==> src/rtl/cnn_pool_pkg.sv <==
// Shared definitions for the pooling window datapath.
//   pool_mode_e : pooling operator selected per window (max or average)
//   clog2       : ceiling log2, usable in constant expressions
//   acc_width   : accumulator width that holds a full POOL_SIZE x POOL_SIZE
//                 signed sum without overflow
package cnn_pool_pkg;

   typedef enum logic {
      POOL_MAX = 1'b0,
      POOL_AVG = 1'b1
   } pool_mode_e;

   function automatic int clog2(input int value);
      int result;
      result = 0;
      for (int i = 0; i < 32; i++) begin
         if ((1 << result) < value) result = result + 1;
      end
      return result;
   endfunction

   function automatic int acc_width(input int bit_width, input int pool_size);
      return bit_width + clog2(pool_size * pool_size);
   endfunction

endpackage

==> src/rtl/pool_lane.sv <==
// One channel lane of the pooling window unit: column reduce, window
// accumulator and final-value formation.
//
// Optional build macro: POOL_FUSED_RELU_EN clamps negative final values to 0.
//
// Ports:
//   clk        in   clock
//   rst_n      in   asynchronous active-low reset
//   accept     in   a beat is consumed this cycle
//   win_start  in   the beat (if any) is the first column of a window
//   avg        in   effective mode for this beat: 1 = average, 0 = max
//   col        in   POOL_SIZE signed samples, row r at r*BIT_WIDTH
//   lane_out   out  final pooled value if this beat closes the window
module pool_lane
   import cnn_pool_pkg::*;
#(
   parameter int BIT_WIDTH = 32,
   parameter int POOL_SIZE = 2
) (
   input  logic                           clk,
   input  logic                           rst_n,
   input  logic                           accept,
   input  logic                           win_start,
   input  logic                           avg,
   input  logic [POOL_SIZE*BIT_WIDTH-1:0] col,
   output logic [BIT_WIDTH-1:0]           lane_out
);

   localparam int SHIFT = clog2(POOL_SIZE * POOL_SIZE);
   localparam int ACC_W = acc_width(BIT_WIDTH, POOL_SIZE);

   logic signed [ACC_W-1:0] sample_ext [POOL_SIZE];
   logic signed [ACC_W-1:0] col_max;
   logic signed [ACC_W-1:0] col_sum;
   logic signed [ACC_W-1:0] reduce;
   logic signed [ACC_W-1:0] acc;
   logic signed [ACC_W-1:0] acc_next;
   logic [BIT_WIDTH-1:0]    final_val;

   always_comb begin
      for (int r = 0; r < POOL_SIZE; r++) begin
         sample_ext[r] = {{(ACC_W-BIT_WIDTH){col[r*BIT_WIDTH+BIT_WIDTH-1]}},
                          col[r*BIT_WIDTH +: BIT_WIDTH]};
      end

      col_max = sample_ext[0];
      col_sum = sample_ext[0];
      for (int r = 1; r < POOL_SIZE; r++) begin
         if (sample_ext[r] > col_max) col_max = sample_ext[r];
         col_sum = col_sum + sample_ext[r];
      end

      reduce = avg ? col_sum : col_max;

      if (win_start)       acc_next = reduce;
      else if (avg)        acc_next = acc + reduce;
      else if (reduce > acc) acc_next = reduce;
      else                 acc_next = acc;

      // ACC_W = BIT_WIDTH + SHIFT, so taking the top BIT_WIDTH bits is the
      // arithmetic right shift by SHIFT (floor division by POOL_SIZE^2).
      // A max result always fits in the low BIT_WIDTH bits.
      final_val = avg ? acc_next[SHIFT +: BIT_WIDTH] : acc_next[BIT_WIDTH-1:0];
   end

   always_ff @(posedge clk or negedge rst_n) begin
      if (!rst_n) begin
         acc <= '0;
      end else if (accept) begin
         acc <= acc_next;
      end
   end

`ifdef POOL_FUSED_RELU_EN
   assign lane_out = final_val[BIT_WIDTH-1] ? '0 : final_val;
`else
   assign lane_out = final_val;
`endif

endmodule

==> src/rtl/pool_window_unit.sv <==
// Non-overlapping POOL_SIZE x POOL_SIZE pooling (stride POOL_SIZE) over
// NUM_CH lanes, max or average per window, valid/ready on both sides.
// Each input beat is one POOL_SIZE-row column per lane; a window closes on
// its last column or early on in_last (partial window, zero padded).
//
// Optional build macro: POOL_FUSED_RELU_EN (ReLU clamp on every lane result).
//
// Ports:
//   clk          in   clock
//   rst_n        in   asynchronous active-low reset
//   mode         in   0 = max, 1 = average; sampled on a window's first beat
//   in_valid     in   input beat valid
//   in_ready     out  input beat accepted when in_valid && in_ready
//   in_data      in   lane c row r at (c*POOL_SIZE+r)*BIT_WIDTH, signed
//   in_last      in   last column of the row band; closes a partial window
//   out_valid    out  pooled result valid
//   out_ready    in   downstream accepts the result
//   out_data     out  lane c at c*BIT_WIDTH, signed
//   out_partial  out  result came from a window closed early by in_last
module pool_window_unit
   import cnn_pool_pkg::*;
#(
   parameter int BIT_WIDTH = 32,
   parameter int POOL_SIZE = 2,
   parameter int NUM_CH    = 2
) (
   input  logic                                  clk,
   input  logic                                  rst_n,
   input  logic                                  mode,
   input  logic                                  in_valid,
   output logic                                  in_ready,
   input  logic [NUM_CH*POOL_SIZE*BIT_WIDTH-1:0] in_data,
   input  logic                                  in_last,
   output logic                                  out_valid,
   input  logic                                  out_ready,
   output logic [NUM_CH*BIT_WIDTH-1:0]           out_data,
   output logic                                  out_partial
);

   localparam int               CNT_W    = (clog2(POOL_SIZE) < 1) ? 1 : clog2(POOL_SIZE);
   localparam logic [CNT_W-1:0] LAST_COL = CNT_W'(POOL_SIZE - 1);

   logic [CNT_W-1:0]          col_cnt;
   pool_mode_e                win_mode;
   pool_mode_e                eff_mode;
   logic                      accept;
   logic                      win_start;
   logic                      at_last_col;
   logic                      close;
   logic [NUM_CH*BIT_WIDTH-1:0] lane_result;

   // Stall input only while a result is waiting on downstream; this also
   // guarantees a close can never coincide with a stalled output.
   assign in_ready    = !(out_valid && !out_ready);
   assign accept      = in_valid && in_ready;
   assign win_start   = (col_cnt == '0);
   assign at_last_col = (col_cnt == LAST_COL);
   assign close       = accept && (at_last_col || in_last);

   // The first beat of a window uses the live mode; later beats use the
   // mode latched at window start so mid-window changes are ignored.
   assign eff_mode = win_start ? pool_mode_e'(mode) : win_mode;

   for (genvar c = 0; c < NUM_CH; c++) begin : g_lane
      pool_lane #(
         .BIT_WIDTH (BIT_WIDTH),
         .POOL_SIZE (POOL_SIZE)
      ) u_lane (
         .clk       (clk),
         .rst_n     (rst_n),
         .accept    (accept),
         .win_start (win_start),
         .avg       (eff_mode == POOL_AVG),
         .col       (in_data[c*POOL_SIZE*BIT_WIDTH +: POOL_SIZE*BIT_WIDTH]),
         .lane_out  (lane_result[c*BIT_WIDTH +: BIT_WIDTH])
      );
   end

   always_ff @(posedge clk or negedge rst_n) begin
      if (!rst_n) begin
         col_cnt     <= '0;
         win_mode    <= POOL_MAX;
         out_valid   <= 1'b0;
         out_data    <= '0;
         out_partial <= 1'b0;
      end else begin
         if (accept) begin
            if (win_start) win_mode <= eff_mode;
            col_cnt <= close ? '0 : col_cnt + CNT_W'(1);
         end

         // A close in the same cycle as a pop keeps out_valid high with the
         // new window, giving one result per POOL_SIZE beats sustained.
         if (close) begin
            out_valid   <= 1'b1;
            out_data    <= lane_result;
            out_partial <= !at_last_col;
         end else if (out_ready) begin
            out_valid   <= 1'b0;
         end
      end
   end

endmodule

==> config.mk <==
export PLATFORM = sky130hd
export DESIGN_NAME = pool_window_unit
export DESIGN_NICKNAME = d
export VERILOG_FILES = /design/src/rtl/cnn_pool_pkg.sv /design/src/rtl/pool_lane.sv /design/src/rtl/pool_window_unit.sv
export SDC_FILE = /design/constraint.sdc
export NUM_CORES = 1
export LEC_CHECK = 0
export CAP_MARGIN = 5
export CORE_MARGIN = 3
export CORE_UTILIZATION = 50
export DETAILED_ROUTE_END_ITERATION = 12
export HOLD_SLACK_MARGIN = 0.12
export PLACE_DENSITY = 0.72
export SKIP_LAST_GASP = 1
export SLEW_MARGIN = 15
export SYNTH_ARGS = -nofsm -noshare
export SYNTH_HDL_FRONTEND = slang
export SYNTH_SLANG_ARGS = --single-unit
==> constraint.sdc <==
create_clock -name clk -period 11.2 [get_ports clk]
set_clock_uncertainty 0.15 [all_clocks]
set_input_delay 2.24 -clock clk [delete_from_list [all_inputs] [get_ports clk]]
set_output_delay 2.24 -clock clk [all_outputs]
set_load 0.1 [all_outputs]
==> impl_metrics.ini <==
[min_path]
worstHoldStart = out_data[1]
hp-class = reg -> reg

[grt]
grt_pass1_wl_um = 103000
antenna_found_initial = 0
grt_max_degree = 84
gr-total-overflow = 0
grt_pass1_vias = 19000
grt_usage_pct = 32.9

[cells_and_area]
final_nets = 3024
utilization_pct = 59.4
finalNonFillerCells = 3104
area_delta_synth_final_pct = 16.8
antenna_cells = 0
fillers = 3408
layout-drive-gt1-share_pct = 4.55

[route]
drt-total-wl_um = 67100
route.vias.total = 19400
drt_iter0_drc = 1805
drtPass1Iterations = 6
routedWlPerCell_um = 21.6
vias_per_cell = 6.25
drc_errors = 0
postRouteAntennaNets = 0

[power]
clkPwrFrac_pct = 10.4
p_int_w = 0.00262
powerDensity_mw_per_mm2 = 278
p_sw_w = 0.00345
p_sw_share_pct = 56.9
power.leakage_nw = 9.98
ir_worst_vdd_uv = 226
combPwrFrac_pct = 74.4
power_frac_seq_pct = 15.2

[run_status]
status = complete, no violations

[synth]
synth_cells = 2475
synth.distinct_cells = 90
yosys-top-cells-count = ha_1, inv_1, a21oi_1, nor2_1, nand2_1
synth-async-reset-ratio_pct = 100
avgSynthCellArea_um2 = 7.56
synth_top_area_share_pct = 18.2
synth_area_leaders = dfrtp_1, ha_1, a21oi_1, inv_1, mux2i_1
syn_nets = 2875
synth_area_leader_cell = dfrtp_1
synth-seq-cells = 136
ys_seq_area_share_pct = 18.2
synthMostInstantiatedCell = ha_1
ys.flop_type = dfrtp_1
mappedNetlistArea_mm2 = 0.0187
synth-edff-count = 0
yosysWarnings = 0

[clock_tree]
htree_levels = 4
cts_tree = done
cts_buffers = 17
cts.sinks = 136
cts-root-buf = clkbuf_16
cts.clk_slew.worst_paths_ns = 0.06
clock_path_buffers = 2
hold_buffers = 0
cts_resized = 0
cts_setup_buffers = 0
clk_latency_ns = 0.45

[critical_path]
reg2reg_to = out_data[30]
slowest_stage = nor4_1
endpoint = out_data[30]
rr_startpoint = at_last_col
r2r_setup_slack_ns = 3.92
path_buf_inv = 5
cp-start-kind = primary input
cp.depth = 26
max_stage_delay_ns = 0.66
critPathArrivalTime_ns = 9.83
cp_max_fo = 31
critPathLaunch = in_data[31]
crit_family = simple AND/OR/NAND/NOR gates
cp-end-kind = flip-flop
crit_type = in -> reg
rr_worst_depth = 19
crit_required_ns = 11.41

[sta]
max-slew-margin-rel_pct = 29.9
setup_viol = 0
fmax_ghz = 0.104
fin_crit_sh_pct = 85.9
hold_viol_final = 0
slew_viol_final = 0
min_period_ns = 9.62
fin_setup_tns_ns = 0
rsz0062_at_grt = false
tightest_slew_ns = 1.05

[place]
gp_congestion = 1.02
dp_hpwl_um = 50800
dp_cells = 3073
numPortBuffers = 200

[die]
fp.dieH_um = 199
die_w_um = 199
start_util_pct = 50.9
dieArea_mm2 = 0.0398
rows = 70
io_pins = 201
core_area_mm2 = 0.0368

[flow_run]
maxCapViolations = 0
## cells in the final DEF (no fill, tap or decap), types with 37 or more instances in the layout
cell	netlist	final
a211oi_1	38	38
a21oi_1	237	237
buf_4	3	44
clkdlybuf4s50_1	0	199
dfrtp_1	136	136
ha_1	262	262
inv_1	244	244
mux2i_1	86	86
nand2_1	207	202
nor2_1	214	210
nor3_1	48	48
o211ai_1	38	38
o21ai_0	146	145
o21bai_1	37	37
xnor2_1	81	81
## kinds of logic (layout without fill, tap and decap cells)
kind of cell / Yosys count / in the layout / synth area share, %
AO/OA/AOI/OAI: 836 / 836 / 29.4
AND/OR/NAND/NOR: 672 / 672 / 16.7
buffers and inverters: 362 / 523 / 7.50
adder cells (fa/ha/maj): 266 / 266 / 17.9
flip-flops: 136 / 136 / 18.2
XOR/XNOR: 108 / 108 / 5.06
multiplexers: 95 / 95 / 5.20
## stage by stage
stage	hold slack, ns	total power [W]	instance area, µm²	setup WS, ns
floorplan	0.323	0.00412	18700	3.58
global placement	0.309	0.00531	21200	1.30
detailed placement	0.315	0.00534	21200	1.24
CTS	0.329	0.00600	21800	1.69
global route	0.343	0.00645	21800	1.19
finish	0.329	0.00607	21800	1.58
## how the worst min path moves through the flow
stage | endpoint | slack [ns] | cells past startpoint
final | out_data[1] | 0.33 | 1
after global routing | out_data[1] | 0.34 | 1
after CTS | out_data[1] | 0.33 | 1
after detailed placement | out_data[1] | 0.31 | 1
after global placement | out_data[1] | 0.31 | 1
after floorplan | g_lane[1].u_lane.acc[33] | 0.32 | 1
## area by class of cell
cell class	instances	area, µm²	share of cell area (%)
clock inverter	9	145	0.664
inverter	247	927	4.24
timing repair buffer	245	2350	10.8
clock buffer	22	484	2.22
sequential	136	3400	15.6
multi-input combinational	1977	14000	63.8
tap	468	586	2.68
## layer usage
layer,part of all wire (%),GRT usage (%),wire length [µm]
met1,43,43.1,28600
met2,46,54.7,30800
met3,6.9,3.89,4610
met4,4.7,14.7,3120
met5,0,0,0
## state kept, by name, indices dropped and copies added (netlist names)
name / flops
g_lane.u_lane.acc: 68
out_partial: 1
win_mode: 1
out_data: 64
out_valid: 1
at_last_col: 1
## worst reg2reg max path: cells and delay by family (launching register included)
kind / cells / cell delay [ns]
compound gates: 6 / 1.45
fa+ha+maj: 1 / 0.45
buf+inv: 4 / 1.45
flops: 1 / 0.35
mux: 1 / 0.19
simple gates: 7 / 3.14
## power groups by stage
stage / logic, W / clock network [W] / registers, W
2_1_floorplan: 0.00243 / 0 / 0.00169
3_3_place_gp: 0.00439 / 0 / 0.000917
3_5_place_dp: 0.00442 / 0 / 0.000920
4_1_cts: 0.00445 / 0.000633 / 0.000917
5_1_grt: 0.00485 / 0.000648 / 0.000947
6_report: 0.00452 / 0.000631 / 0.000920
Note: power is estimated with default switching activity, not from simulation.
==> RTL edit 1: new RTL, config.mk and constraints unchanged <==
`BIT_WIDTH` is set to 32 in 2 places; all go to 16.
--- a/src/rtl/pool_lane.sv
+++ b/src/rtl/pool_lane.sv
@@ -15,5 +15,5 @@
    import cnn_pool_pkg::*;
 #(
-   parameter int BIT_WIDTH = 32,
+   parameter int BIT_WIDTH = 16,
    parameter int POOL_SIZE = 2
 ) (
--- a/src/rtl/pool_window_unit.sv
+++ b/src/rtl/pool_window_unit.sv
@@ -21,5 +21,5 @@
    import cnn_pool_pkg::*;
 #(
-   parameter int BIT_WIDTH = 32,
+   parameter int BIT_WIDTH = 16,
    parameter int POOL_SIZE = 2,
    parameter int NUM_CH    = 2
Interface: changed (resized in_data and out_data); port bits go from 201 to 105. No check against the original RTL was run, so the function may have changed too.
==> RTL edit 1 against the unedited design <==
  * Clock power decreased by 46%
  * Setup slack improved by 1.2 ns
  * Synthesized cell count decreased by 50%
  * Final area decreased by 48%
  * Power decreased by 49%
  * Utilization increased by 0.24 points
  * Count of clock-buffer cells in the layout decreased by 11
  * Area after synthesis decreased by 48%
  * Critical path depth decreased by 7
  * Routed wire length decreased by 51%
  * Sequential cell count decreased by 64
  * Register-to-register slack improved by 0.99 ns
  * Combinational power decreased by 49%
  * Highest routed layer unchanged
==> RTL edit 1: results (changes against the unedited design) <==
Run status
  – Status: completed

Timing
  – Worst setup slack after layout: 2.779 ns (+1.199 ns)
  – Worst rel slew slack: 0.3320 (+0.03309)

Route
  – M1 WL: 15360 µm (-46%)
  – WL/cell: 20.85 µm (-3.6%)
  – Vias per cell: 6.225 (-0.34%)
  – Routed wl met3: 3060 µm (-34%)
  – DRT iter0 DRCs: 890 (-51%)
  – Length of routed met2 wiring: 13820 µm (-55%)
  – Number of detailed-route iterations in the first pass: 5 (-1)

Cells and area
  – Net count of the finished layout: 1511 (-50%)
  – Registers with the most flip-flops: g_lane.u_lane.acc: 36 flops, out_data: 32 flops
  – Filler Cell Count: 1738 (-49%)
  – Footprint of the multi-input gates: 7201 µm² (-48%)
  – Share of cells above drive strength 1: 0.05657 (+0.01105)

Worst setup path
  – Data arrival at the endpoint of the critical path: 8.51 ns (-1.32 ns)
  – Kind of cell adding the most delay to the critical path: compound AO/OA/AOI/OAI gates
  – R2R depth: 17 (-2)
  – Largest fanout of any net on the critical path: 16 (-48%)

Synth
  – Average cell area after synthesis: 7.895 µm² (+4.4%)
  – Largest cells by area after synthesis: dfrtp_1, ha_1, a21oi_1
  – Number of nets in the synthesized netlist: 1440 (-50%)
  – Number of distinct library cells after synthesis: 91 (+1.1%)
  – Sequential cell area fraction in the yosys report: 0.1852 (+0.003354)
  – Most common library cells after synthesis: ha_1, nor2_1, inv_1

CTS
  – Total clock buffers created by CTS: 9 (-8)
  – Deepest level of the CTS H-tree: 3 (-1)
  – Insertion delay of the later-clocked pin in the worst-skew pair: 0.35 ns (-0.10 ns)

Place
  – Half-perimeter wire length after detailed placement: 24570 µm (-52%)
  – Instance area after placement: 10920 µm² (-49%)
  – Place WS: 2.224 ns (+0.9862 ns)
  – Input/output buffers: 104 (-48%)
  – Routability-driven placement congestion ratio: 0.9841 (-3.5%)

Global route
  – Total global routing track utilization: 0.2985 (-0.03034)
  – Global-route wire length before repair: 50690 µm (-51%)

Pwr
  – Leak Pwr: 4.984 nW (-50%)
  – Worst voltage drop across the vdd grid: 0.0001890 V (-16%)
[RTL edit 1: cell count changes after synthesis, sizes merged, moves of 64 or more]
cell,change
o21ai,-110
dfrtp,-64
nand2,-123
a21oi,-136
ha,-128
nor2,-94
inv,-124
[RTL edit 1: report_power, final]
part           total (mW)  switching (mW)  internal (mW)
clock network       0.341           0.118          0.224
registers           0.492           0.111          0.381
logic                2.29            1.51          0.783
[RTL edit 1: layer usage]
metal | track usage | vias up
li1 | - | 4629
met4 | 0.06980 | 0
met5 | 0 | -
met2 | 0.4431 | 448
met1 | 0.4463 | 4645
met3 | 0.05979 | 39
[RTL edit 1: final cells by class]
cell class / count / share of cell area
sequential: 72 / 0.1599
clock buffer: 11 / 0.02154
clock inverter: 5 / 0.009216
tap: 260 / 0.02887
timing repair buffer: 117 / 0.1008
inverter: 122 / 0.04064
multi-input combinational: 981 / 0.6390
[RTL edit 1: cell families after synthesis]
family | count (synthesis) | synth area share
compound gates | 391 | 0.2847
simple gates | 353 | 0.1738
buf+inv | 179 | 0.07731
fa+ha+maj | 138 | 0.1806
flops | 72 | 0.1852
mux | 50 | 0.05428
xor+xnor | 49 | 0.04412
[RTL edit 1: worst paths after layout]
check	start	end	slack, ns
worst min register to register	out_data[17]	out_data[17]	0.33
worst min-delay path	out_data[17]	out_data[17]	0.33
worst max register to register	win_mode	out_data[29]	4.91
min in group asynchronous	rst_n	out_data[17]	1.90
max in group asynchronous	rst_n	g_lane[0].u_lane.acc[13]	8.38
worst max-delay path	in_data[47]	out_data[29]	2.78
==> RTL edit 2: new RTL, same settings <==
Without the edit above. Register the input `mode` before use. The logic sees it one clock later. The other inputs are not delayed to match.
--- a/src/rtl/pool_window_unit.sv
+++ b/src/rtl/pool_window_unit.sv
@@ -41,4 +41,10 @@
    localparam logic [CNT_W-1:0] LAST_COL = CNT_W'(POOL_SIZE - 1);
 
+   logic mode_q;
+
+   always_ff @(posedge clk) begin
+      mode_q <= mode;
+   end
+
    logic [CNT_W-1:0]          col_cnt;
    pool_mode_e                win_mode;
@@ -60,5 +66,5 @@
    // The first beat of a window uses the live mode; later beats use the
    // mode latched at window start so mid-window changes are ignored.
-   assign eff_mode = win_start ? pool_mode_e'(mode) : win_mode;
+   assign eff_mode = win_start ? pool_mode_e'(mode_q) : win_mode;
 
    for (genvar c = 0; c < NUM_CH; c++) begin : g_lane
Function: changed (a bounded check fails within 4 cycles, from zero or initial values and one cycle with rst_n low).
==> RTL edit 2 against the unedited design <==
  * Global-route usage rose by 0.88 points
  * Sequential cell count increased by 1
  * Combinational power about the same
  * Synthesized cell count barely moved
  * Final area about the same
  * Area after synthesis grew 0.11%
  * Setup slack got worse by 0.33 ns
  * Utilization hardly changed
  * Sequential power increased by 2%
  * Critical path depth down 1
  * Routed wire length rose by 2.3%
  * Power decreased by 0.49%
  * Non-clock buffer count rose by 2
==> RTL edit 2: results (changes against the unedited design) <==
Synth
  – Post-Synth Adder-Cell Area: 0.1793 (-0.0001918)
  – Synth Area in Compound Gates: 0.2942 (-0.0003147)
  – Multiplexer share of the synthesized area: 0.05197 (-0.00005560)
  – Sequential cell area fraction in the yosys report: 0.1828 (+0.0008744)
  – Number of distinct library cells after synthesis: 91 (+1.1%)
  – Average cell area after synthesis: 7.565 µm² (about the same)
  – Ys async rst share: 0.9927 (-0.007299)

Pwr
  – Worst voltage drop across the vdd grid: 0.0002455 V (+8.9%)
  – Leak Pwr: 9.936 nW (-0.40%)

Cells and area
  – Share of cells above drive strength 1: 0.04661 (+0.001085)
  – Combined flip-flop and latch cell area: 3423 µm² (+0.59%)
  – Share of the final layout cell area in multi-input gates: 0.6390 (about the same)
  – Final clock-cell share: 0.02688 (-0.001925)
  – Diodes inserted: 1 (+1)
  – Filler Cell Count: 3478 (+2.1%)
  – Net count of the finished layout: 3027 (+0.099%)
  – Design Area, Final: 21830 µm² (about the same)
  – Clock buffer count in the final layout: 18 (-18%)

Global route
  – Via count of the first global-routing pass: 19130 (+0.72%)
  – Met2 GRT Util: 0.5721 (+0.02540)
  – Total global routing track utilization: 0.3376 (+0.008765)
  – Maximum number of pins on one net before global-route repair: 70 (-17%)
  – GR met1 Demand/Resource: 0.4466 (+0.01526)

Place
  – Half-perimeter wire length after detailed placement: 51960 µm (+2.2%)
  – Instance area after placement: 21240 µm² (+0.11%)
  – Placed Instances: 3076 (+0.098%)

Timing
  – Final critical path time including I/O delays and setup: 9.952 ns (+0.3325 ns)
  – Worst rel slew slack: 0.2890 (-0.009925)

Route
  – Total wire length after detailed routing: 68690 µm (+2.3%)
  – Via total after detailed routing: 19520 (+0.70%)
  – Routed wl met3: 4485 µm (-2.7%)
  – Number of detailed-route iterations in the first pass: 7 (+1)
  – M1 WL: 29600 µm (+3.6%)
  – DRT iter0 DRCs: 1719 (-4.8%)
  – Length of routed met2 wiring: 31720 µm (+2.9%)
  – Vias per cell: 6.282 (+0.57%)

Worst setup path
  – Launch instance of the worst register-to-register path: win_mode
  – Delay of the slowest cell on the worst path: 0.61 ns (-0.05 ns)
  – Data arrival at the endpoint of the critical path: 10.13 ns (+0.30 ns)
  – Capture instance of the worst register-to-register path: out_data[4]
  – Largest fanout of any net on the critical path: 21 (-32%)
  – R2R depth: 21 (+2)

Run status
  – Status: completed
RTL edit 2: power groups by stage:
| stage | clock network, mW | logic (mW) | registers (mW) |
|---|---|---|---|
| 2_1_floorplan | 0 | 2.43 | 1.69 |
| 3_3_place_gp | 0 | 4.40 | 0.930 |
| 3_5_place_dp | 0 | 4.42 | 0.934 |
| 4_1_cts | 0.589 | 4.44 | 0.933 |
| 5_1_grt | 0.612 | 4.84 | 0.961 |
| 6_report | 0.587 | 4.52 | 0.937 |
RTL edit 2: worst min path at each step:
| stage | slack (ns) | cells after the start | to | start |
|---|---|---|---|---|
| floorplan | 0.32 | 1 | g_lane[1].u_lane.acc[33] | g_lane[1].u_lane.acc[33] |
| global placement | 0.30 | 2 | out_data[23] | out_data[23] |
| detailed placement | 0.32 | 2 | out_data[23] | out_data[23] |
| CTS | 0.33 | 2 | out_data[23] | out_data[23] |
| global route | 0.35 | 2 | out_data[0] | out_data[0] |
| finish | 0.33 | 2 | out_data[23] | out_data[23] |
